File: src/rtl/ofdm_rx_pkg.sv
// Shared types and LTE defaults for the OFDM receive chain.
// Used by the CP remover and the FFT framer.
package ofdm_rx_pkg;

   typedef enum logic {
      STATE_CP,
      STATE_BODY
   } cp_state_t;

   localparam int TUSER_SOS   = 0;
   localparam int TUSER_TRUNC = 1;

   localparam int FFT_SIZE_20MHZ     = 2048;
   localparam int CP_LEN_FIRST_NORM  = 160;
   localparam int CP_LEN_NORM        = 144;
   localparam int SYMS_PER_SLOT_NORM = 7;

   function automatic int max3(int a, int b, int c);
      int m;
      m = (a > b) ? a : b;
      return (m > c) ? m : c;
   endfunction

endpackage

File: src/rtl/cp_remover_if.sv
// AXI4-Stream bundle with master/slave views.
// The slave view carries no tuser.
interface cp_remover_if #(
   parameter int DW = 48,
   parameter int UW = 2
);
   logic [DW-1:0] tdata;
   logic          tvalid;
   logic          tready;
   logic          tlast;
   logic [UW-1:0] tuser;

   modport master (
      output tdata, tvalid, tlast, tuser,
      input  tready
   );

   modport slave (
      input  tdata, tvalid, tlast,
      output tready
   );
endinterface

File: src/rtl/axis_reg_slice.sv
// Single registered AXI4-Stream output stage.
// Full throughput: ready while empty or draining.
module axis_reg_slice #(
   parameter int DW = 48,
   parameter int UW = 2
) (
   input  logic          clk,
   input  logic          rst_n,
   input  logic          in_valid,
   input  logic [DW-1:0] in_data,
   input  logic          in_last,
   input  logic [UW-1:0] in_user,
   output logic          in_ready,
   cp_remover_if.master  m
);

   logic          valid_q, valid_d;
   logic          last_q, last_d;
   logic [DW-1:0] data_q, data_d;
   logic [UW-1:0] user_q, user_d;

   assign in_ready = !valid_q || m.tready;

   always_comb begin
      valid_d = valid_q;
      last_d  = last_q;
      data_d  = data_q;
      user_d  = user_q;
      if (in_valid && in_ready) begin
         valid_d = 1'b1;
         last_d  = in_last;
         data_d  = in_data;
         user_d  = in_user;
      end else if (m.tready) begin
         valid_d = 1'b0;
      end
   end

   always_ff @(posedge clk or negedge rst_n) begin
      if (!rst_n) begin
         valid_q <= 1'b0;
         last_q  <= 1'b0;
         data_q  <= '0;
         user_q  <= '0;
      end else begin
         valid_q <= valid_d;
         last_q  <= last_d;
         data_q  <= data_d;
         user_q  <= user_d;
      end
   end

   assign m.tvalid = valid_q;
   assign m.tlast  = last_q;
   assign m.tdata  = data_q;
   assign m.tuser  = user_q;

endmodule

File: src/rtl/cp_remover.sv
// Cyclic-prefix removal: drops CP beats, forwards FFT_SIZE
// body beats per symbol with tlast/tuser framing.
module cp_remover
   import ofdm_rx_pkg::*;
#(
   parameter int WIDTH           = 12,
   parameter int NUM_CHANNELS    = 2,
   parameter int AXIS_DATA_WIDTH = NUM_CHANNELS*2*WIDTH,
   parameter int FFT_SIZE        = FFT_SIZE_20MHZ,
   parameter int CP_LEN_FIRST    = CP_LEN_FIRST_NORM,
   parameter int CP_LEN          = CP_LEN_NORM,
   parameter int SYMS_PER_SLOT   = SYMS_PER_SLOT_NORM
) (
   input  logic         clk,
   input  logic         rst_n,
   input  logic         enable,
   cp_remover_if.slave  s_axis,
   cp_remover_if.master m_axis,
   output logic [15:0]  slot_count
);

   localparam int CNT_MAX = max3(FFT_SIZE, CP_LEN_FIRST, CP_LEN);
   localparam int CW = $clog2(CNT_MAX);
   localparam int SW = (SYMS_PER_SLOT > 1) ? $clog2(SYMS_PER_SLOT) : 1;

   if (FFT_SIZE < 2) begin : g_bad_fft
      $error("FFT_SIZE must be >= 2");
   end
   if (CP_LEN < 1 || CP_LEN_FIRST < 1) begin : g_bad_cp
      $error("CP lengths must be >= 1");
   end
   if (SYMS_PER_SLOT < 1) begin : g_bad_syms
      $error("SYMS_PER_SLOT must be >= 1");
   end

   cp_state_t state_q, state_d;
   logic [CW-1:0] cnt_q, cnt_d;
   logic [SW-1:0] sym_q, sym_d;
   logic [15:0]   slot_q, slot_d;

   logic          slice_rdy;
   logic          rdy;
   logic          accept;
   logic          body_valid;
   logic          body_last;
   logic [1:0]    body_user;
   logic [CW-1:0] cp_end;
   logic          body_end;
   logic          sym_wrap;

   assign cp_end = (sym_q == '0) ? CW'(CP_LEN_FIRST - 1)
                                 : CW'(CP_LEN - 1);
   assign body_end = (cnt_q == CW'(FFT_SIZE - 1));
   assign sym_wrap = (sym_q == SW'(SYMS_PER_SLOT - 1));

   assign rdy = !enable || (state_q == STATE_CP) || slice_rdy;
   assign accept = s_axis.tvalid && rdy;
   assign s_axis.tready = rdy;

   always_comb begin
      state_d    = state_q;
      cnt_d      = cnt_q;
      sym_d      = sym_q;
      slot_d     = slot_q;
      body_valid = 1'b0;
      body_last  = 1'b0;
      body_user  = 2'b00;
      if (!enable) begin
         state_d = STATE_CP;
         cnt_d   = '0;
         sym_d   = '0;
      end else if (accept) begin
         unique case (state_q)
            STATE_CP: begin
               if (cnt_q == cp_end) begin
                  cnt_d   = '0;
                  state_d = STATE_BODY;
               end else begin
                  cnt_d = cnt_q + CW'(1);
               end
            end
            STATE_BODY: begin
               body_valid = 1'b1;
               body_last  = body_end || s_axis.tlast;
               body_user[TUSER_SOS] = (cnt_q == '0) && (sym_q == '0);
               body_user[TUSER_TRUNC] = s_axis.tlast && !body_end;
               if (body_end) begin
                  cnt_d   = '0;
                  state_d = STATE_CP;
                  sym_d   = sym_wrap ? '0 : sym_q + SW'(1);
                  if (sym_wrap) slot_d = slot_q + 16'd1;
               end else begin
                  cnt_d = cnt_q + CW'(1);
               end
            end
            default: state_d = STATE_CP;
         endcase
         // tlast resyncs to slot start after any counting above
         if (s_axis.tlast) begin
            state_d = STATE_CP;
            cnt_d   = '0;
            sym_d   = '0;
         end
      end
   end

   always_ff @(posedge clk or negedge rst_n) begin
      if (!rst_n) begin
         state_q <= STATE_CP;
         cnt_q   <= '0;
         sym_q   <= '0;
         slot_q  <= '0;
      end else begin
         state_q <= state_d;
         cnt_q   <= cnt_d;
         sym_q   <= sym_d;
         slot_q  <= slot_d;
      end
   end

   assign slot_count = slot_q;

   axis_reg_slice #(
      .DW (AXIS_DATA_WIDTH),
      .UW (2)
   ) u_out (
      .clk      (clk),
      .rst_n    (rst_n),
      .in_valid (body_valid),
      .in_data  (s_axis.tdata),
      .in_last  (body_last),
      .in_user  (body_user),
      .in_ready (slice_rdy),
      .m        (m_axis)
   );

endmodule

File: src/flat_wrapper.sv
// flat-port wrapper written by rule: the top's interface ports become plain ports
module cp_remover_flat import ofdm_rx_pkg::*;
#(
   parameter int WIDTH           = 12,
   parameter int NUM_CHANNELS    = 2,
   parameter int AXIS_DATA_WIDTH = NUM_CHANNELS*2*WIDTH,
   parameter int FFT_SIZE        = FFT_SIZE_20MHZ,
   parameter int CP_LEN_FIRST    = CP_LEN_FIRST_NORM,
   parameter int CP_LEN          = CP_LEN_NORM,
   parameter int SYMS_PER_SLOT   = SYMS_PER_SLOT_NORM
)
  (clk, rst_n, enable, slot_count, s_axis_tdata, s_axis_tvalid, s_axis_tlast, s_axis_tready, m_axis_tdata, m_axis_tvalid, m_axis_tlast, m_axis_tuser, m_axis_tready);
  cp_remover_if #(.DW((48))) s_axis_i ();
  cp_remover_if #(.DW((48))) m_axis_i ();
  input  logic clk;
  input  logic rst_n;
  input  logic enable;
  output logic [15:0] slot_count;
  input wire logic [$bits(s_axis_i.tdata)-1:0] s_axis_tdata;
  input wire logic [$bits(s_axis_i.tvalid)-1:0] s_axis_tvalid;
  input wire logic [$bits(s_axis_i.tlast)-1:0] s_axis_tlast;
  output wire logic [$bits(s_axis_i.tready)-1:0] s_axis_tready;
  output wire logic [$bits(m_axis_i.tdata)-1:0] m_axis_tdata;
  output wire logic [$bits(m_axis_i.tvalid)-1:0] m_axis_tvalid;
  output wire logic [$bits(m_axis_i.tlast)-1:0] m_axis_tlast;
  output wire logic [$bits(m_axis_i.tuser)-1:0] m_axis_tuser;
  input wire logic [$bits(m_axis_i.tready)-1:0] m_axis_tready;
  assign s_axis_i.tdata = s_axis_tdata;
  assign s_axis_i.tvalid = s_axis_tvalid;
  assign s_axis_i.tlast = s_axis_tlast;
  assign s_axis_tready = s_axis_i.tready;
  assign m_axis_tdata = m_axis_i.tdata;
  assign m_axis_tvalid = m_axis_i.tvalid;
  assign m_axis_tlast = m_axis_i.tlast;
  assign m_axis_tuser = m_axis_i.tuser;
  assign m_axis_i.tready = m_axis_tready;
  cp_remover #(.WIDTH(WIDTH), .NUM_CHANNELS(NUM_CHANNELS), .AXIS_DATA_WIDTH(AXIS_DATA_WIDTH), .FFT_SIZE(FFT_SIZE), .CP_LEN_FIRST(CP_LEN_FIRST), .CP_LEN(CP_LEN), .SYMS_PER_SLOT(SYMS_PER_SLOT)) u_core (.clk(clk), .rst_n(rst_n), .enable(enable), .s_axis(s_axis_i), .m_axis(m_axis_i), .slot_count(slot_count));
endmodule
File: config.mk
export PLATFORM = sky130hd
export DESIGN_NAME = cp_remover_flat
export DESIGN_NICKNAME = d
export VERILOG_FILES = /design/src/rtl/ofdm_rx_pkg.sv /design/src/rtl/cp_remover_if.sv /design/src/rtl/axis_reg_slice.sv /design/src/rtl/cp_remover.sv /design/src/flat_wrapper.sv
export SDC_FILE = /design/constraint.sdc
export NUM_CORES = 1
export LEC_CHECK = 0
export ABC_AREA = 1
export CORE_MARGIN = 2
export CORE_UTILIZATION = 55
export CTS_CLUSTER_DIAMETER = 50
export DETAILED_ROUTE_END_ITERATION = 12
export DONT_BUFFER_PORTS = 1
export PLACE_DENSITY = 0.7
export SLEW_MARGIN = 40
export SYNTH_ARGS = -nofsm -noshare
export SYNTH_HDL_FRONTEND = slang
export SYNTH_SLANG_ARGS = --single-unit
File: constraint.sdc
create_clock -name clk -period 2.07 [get_ports clk]
set_input_delay 0.3105 -clock clk [delete_from_list [all_inputs] [get_ports clk]]
set_output_delay 0.3105 -clock clk [all_outputs]
set_load 0.02 [all_outputs]
# Word-level counts from Yosys, hierarchy flattened
# Cells that the tools add are included.
# W data, S select, Z words.
[totals]
reg_bits = 83
inputBits = 54
[op_classes]
add_sub_neg = 3
eq_ne = 6
muxes = 30
bitwise = 1
reduce_logical = 16
[ops]
columns = ["op", "n"]
rows = [
  ["$mux W11", 5],
  ["$pmux W11 S2", 1],
  ["$mux W3", 6],
  ["$add A16 B1 Y16 const B", 1],
  ["$mux W1", 13],
  ["$add A11 B1 Y11 const B", 1],
  ["$eq A11 B11 Y1", 1],
  ["$eq A11 B11 Y1 const B", 1],
  ["$logic_not A11 Y1", 1],
  ["$mux W2", 3],
  ["$ne A3 B1 Y1 const B", 2],
  ["$mux W5", 1],
  ["$reduce_and A5 Y1", 1],
  ["$logic_and A1 B1 Y1", 4],
  ["$logic_or A1 B1 Y1", 4],
  ["$add A3 B1 Y3 const B", 1],
  ["$eq A3 B3 Y1 const B", 1],
  ["$logic_not A1 Y1", 3],
  ["$logic_not A3 Y1", 1],
  ["$reduce_and A3 Y1", 1],
  ["$ne A2 B1 Y1 const B", 1],
  ["$pmux W1 S2", 1],
  ["$reduce_bool A2 Y1", 1],
  ["$not A1 Y1", 1],
]

# Depth between registers and ports, before layout
[depth]
depth_word = 8
depth_mapped = 10

# By module
# Synthesis repeated with hierarchy kept, for this count alone.
[hier_totals]
cells_unflattened = 507
hier_area_um2 = 4245.3
[modules_own_cells]
columns = ["mod", "n_inst", "cells_per_inst", "area_per_inst_um2", "seq_area_each_um2"]
rows = [
  ["axis_reg_slice", 1, 225, 2135.8, 1301.2],
  ["cp_remover", 1, 282, 2109.5, 775.7],
]

# Worst setup path before layout
# Ideal clock, no wire load.
[synth_timing]
kind = "reg-to-reg"
from = "register u_core.cnt_q[0]"
to = "register u_core.slot_q[12], in the netlist u_core.slot_count[12]"
arrival_ns = 1.456
path_slack_ns = 0.491
path_stages_with_launch = 9
period_less_slack_ns = 1.579
cell_sequence = "dfrtp_1 -> ha_1 -> nand3_1 -> nor2_4 -> nand2_2 -> nor2_8 -> nand3_1 -> o21ai_0 -> nand2_1"
[synth_via]
elab_chain_len = 2
[synth_lines]
columns = ["item", "line", "rtl"]
rows = [
  ["from (decl)", "cp_remover.sv:37", "logic [CW-1:0] cnt_q, cnt_d;"],
  ["from (signal assigned)", "cp_remover.sv:115", "cnt_q <= cnt_d;"],
  ["$eq A11 B11 Y1", "cp_remover.sv:53", "assign body_end = (cnt_q == CW'(FFT_SIZE - 1));"],
  ["$reduce_and A5 Y1 (no line)", "--", ""],
  ["to (signal assigned)", "cp_remover.sv:117", "slot_q <= slot_d;"],
  ["to (decl)", "cp_remover.sv:39", "logic [15:0] slot_q, slot_d;"],
]
# Every way passes these cells.
# A chain may end at the register's enable or synchronous reset.

# Final worst setup path
[layout_timing]
from = "register u_core.cnt_q[0]"
to = "register u_core.cnt_q[2]"
[layout_via]
elab_chain_len = 6
word_cells_on_any_way = 9
[layout_lines]
columns = ["item", "line", "rtl"]
rows = [
  ["$add A11 B1 Y11 (tied with other cells)", "cp_remover.sv:79, cp_remover.sv:93", ""],
  ["$mux W11, on equally long branches", "cp_remover.sv:87, cp_remover.sv:75", ""],
  ["$pmux W11 S2 *", "cp_remover.sv:73", "unique case (state_q)"],
  ["$mux W11 *", "cp_remover.sv:99", "if (s_axis.tlast) begin"],
  ["$mux W11 *", "cp_remover.sv:72", "end else if (accept) begin"],
  ["$mux W11 *", "cp_remover.sv:68", "if (!enable) begin"],
]
# Every way passes the cells marked *; elsewhere a longest branch is shown, timed or not. The select of a mux whose other input is x is not followed.

==> metrics.md <==
| Metric | Value |
|---|---|
| Status | `finished, violations left` |
| Failing checks | `negative hold slack` |
| Area Growth Syn to Fin | `8.43%` |
| Ys flop type | `dfrtp_1` |
| Pin count of the biggest net entering global routing | `84` |
| Crit path kind | `reg2reg` |
| Syn Nets | `520` |
| Setup WS pre-CTS | `0.315 ns` |
| PD cells | `726 mW/mm^2` |
| Drt initial violations | `202` |
| Setup ws final | `approximately 0.31 ns` |
| H-tree Lvls | `3` |
| RSZ-0062 raised after global routing | `false` |
| Fill cell count | `596` |
| Die Y | `87.6 um` |
| Cell Area, Synth | `0.00384 sq mm` |
| Asr flop ratio synth | `1.00` |
| Post-synth EDFFs | `0` |
| TritonRoute pass-1 iters | `4` |
| CP Data Required Time | `2.30 ns` |
| DR WL/cell | `14.2 um` |
| Period utilization | `0.851` |
| Final Max Tran Viols | `0` |
| # diodes | `0` |
| Final wirelength | `8060 um` |
| Num CTS Buffers | `9` |
| Worst-Margin Slew | `0.424 ns` |
| Drt drc | `0` |
| First-pass GRT wire length | `12700 um` |
| Initial antenna violation count | `0` |
| Max Freq | `567 MHz` |
| Synth unique cells | `32` |
| Final setup vio count | `0` |
| Ranking of synthesized cells by area | `dfrtp_1 54%, nand2_1 20%, nor2_1 3.7%` |
| Synth Area per Inst | `8.30 sq um` |
| All-Layer GR Usage | `0.210` |
| Sequential area share after synthesis | `0.540` |
| Core area | `0.00679 sq mm` |
| WHS | `-0.352 ns` |
| CP max stage delay | `approximately 0.39 ns` |
| Longest Clk Path Bufs | `2` |
| CP Launch Type | `flop` |
| Port buffer count | `0` |
| Vias in the first global route | `2788` |
| Die Area | `0.00768 sq mm` |
| Cell count after synthesis | `463` |
| Clock Sinks | `83` |
| Hold Vio Cnt, Final | `83` |
| MaxCap Viol Count | `0` |
| Layout cells sized above 1 | `0.0846` |
| Cell family with the largest share of critical-path delay | `simple AND/OR/NAND/NOR gates` |
| Cell Chain, Critical Path | `ha_1, nand3_1, nor2_1, nand4_1, nand3_1, nand2_1, inv_1, nor2_1` |
| Root buffer cell | `clkbuf_8` |
| Critical path arrival | `1.99 ns` |
| FP Rows | `30` |
| Top-area cell type share of the netlist area | `0.540` |
| CTS resizes | `0` |
| Synth area leader | `dfrtp_1` |
| Peak supply drop | `roughly 0.38 mV` |
| Vias | `2953` |
| Synth top cells by count | `209 x nand2_1, 83 x dfrtp_1, 38 x nor2_1` |
| Vias/cell | `5.19` |
| Synthesis-stage register bit count | `83` |
| GPL Wtd Cong | `0.908` |
| Worst Clk Skew | `around 0.0084 ns` |
| # nets final | `525` |
| Dpl hpwl | `5630 um` |
| Setup bufs post-CTS | `0` |
| DRT antenna net count | `0` |
| Slowest-stage cell, CP | `dfrtp_1` |
| Rel. slew slack | `0.716` |
| LEAKAGE | `2.19 nW` |
| I/O pins | `123` |
| Crit-path max FO | `5` |
| Starting density of the core | `0.566` |
| Yosys warns | `0` |
| Post-Route Setup TNS | `0 ns` |
| Clock-pin slew on the worst setup and hold paths | `0.09 ns` |
| Grt ovf | `0` |
| Tmin final | `1.76 ns` |
| Endpoint kind of the worst setup timing path | `flop` |
| Die Span X | `slightly below 90 um` |
| Clock Latency Late Sink | `roughly 0.34 ns` |
| HP Class | `in2async` |
| Most instantiated library cell after synthesis | `nand2_1` |
| Buf/Inv on CP | `1` |
| CTS tree | `built` |
## final timing paths
| check | from | end | slack [ns] | cells past startpoint |
|---|---|---|---|---|
| setup / recovery | u_core.cnt_q[0] | u_core.cnt_q[2] | 0.31 | 8 |
| hold / removal | rst_n | u_core.slot_count[5] | -0.35 | 0 |
| setup reg to reg | u_core.cnt_q[0] | u_core.cnt_q[2] | 0.31 | 8 |
| hold reg to reg | u_core.cnt_q[0] | u_core.cnt_q[0] | 0.52 | 1 |
| max in group asynchronous | rst_n | u_core.u_out.m.tdata[25] | 2.32 | 0 |
| min in group clk | s_axis_tdata[34] | u_core.u_out.m.tdata[34] | 0.06 | 2 |
## cell type report
type	instances	area [sq um]	area share
clock buffers	10	138	0.0330
clock inverters	6	71.3	0.0171
inverters	32	125	0.0300
multi-input cells	337	1580	0.378
flip-flops and latches	83	2080	0.498
well taps	96	120	0.0288
repair buffers	5	62.6	0.0150
## worst reg2reg max path, delay by kind of cell (launching register included)
| kind | cells | cell delay (ns) |
|---|---|---|
| DFF | 1 | 0.39 |
| adders and majority gates | 1 | 0.25 |
| buffers and inverters | 1 | 0.11 |
| and+or+nand+nor | 6 | 0.91 |
## flip-flops by register name (all words and copies together), names as in the netlist
register and count:
u_core.state_q 1, u_core.u_out.m.tuser 2, u_core.u_out.m.tvalid 1, u_core.u_out.m.tdata 48
u_core.slot_count 16, u_core.cnt_q 11, u_core.sym_q 3, u_core.u_out.m.tlast 1
## kinds of logic after synthesis
logic type      share of synthesized area
simple gates                        0.330
flops                               0.540
buf+inv                            0.0501
compound gates                     0.0332
xor+xnor                           0.0364
fa+ha+maj                         0.00976
## per-stage QoR
stage / std cells / cell area, sq um / total power (W) / hold WS [ns] / util
6_report: 569 / 4170 / 0.00303 / -0.352 / 0.614
5_1_grt: 569 / 4170 / 0.00315 / -0.378 / 0.614
4_1_cts: 569 / 4170 / 0.00307 / -0.368 / 0.614
3_5_place_dp: 553 / 3960 / 0.00186 / 0.0168 / 0.583
3_3_place_gp: 553 / 3960 / 0.00186 / 0.0167 / 0.583
2_1_floorplan: 463 / 3840 / 0.00183 / 0.0149 / -
## per-layer routing
metal | global-route usage | wire length, um | up-vias
met1 | 0.274 | 3460 | 1386
li1 | - | - | 1450
met5 | 0 | 0 | -
met2 | 0.338 | 3940 | 103
met3 | 0.0537 | 533 | 14
met4 | 0.0853 | 119 | 0
## cell usage in the layout (no fill, tap or decap), types with 2 or more instances in the layout
| master | synthesis | routed |
|---|---|---|
| nand2_1 | 209 | 209 |
| dfrtp_1 | 83 | 83 |
| nor2_1 | 38 | 38 |
| inv_1 | 25 | 25 |
| nand3_1 | 22 | 22 |
| o21ai_0 | 11 | 11 |
| xor2_1 | 10 | 10 |
| clkbuf_8 | 0 | 10 |
| nand4_1 | 9 | 9 |
| xnor2_1 | 6 | 6 |
| nand2_2 | 5 | 5 |
| inv_2 | 5 | 5 |
| nor3_1 | 4 | 4 |
| a21oi_1 | 3 | 3 |
| o21bai_1 | 3 | 3 |
| ha_1 | 3 | 3 |
| buf_4 | 0 | 3 |
| inv_4 | 2 | 2 |
| inv_6 | 0 | 2 |
| clkinvlp_4 | 0 | 2 |
| buf_12 | 0 | 2 |
## power by group
part | leakage [nW] | switching [W] | internal (W)
combinational | 0.941 | 0.0000577 | 0.0000346
sequential | 1.15 | 0.0000749 | 0.00166
clock | 0.0995 | 0.000600 | 0.000601
total | 2.19 | 0.000733 | 0.00230
No activity file was read; power rests on OpenSTA's default activity.
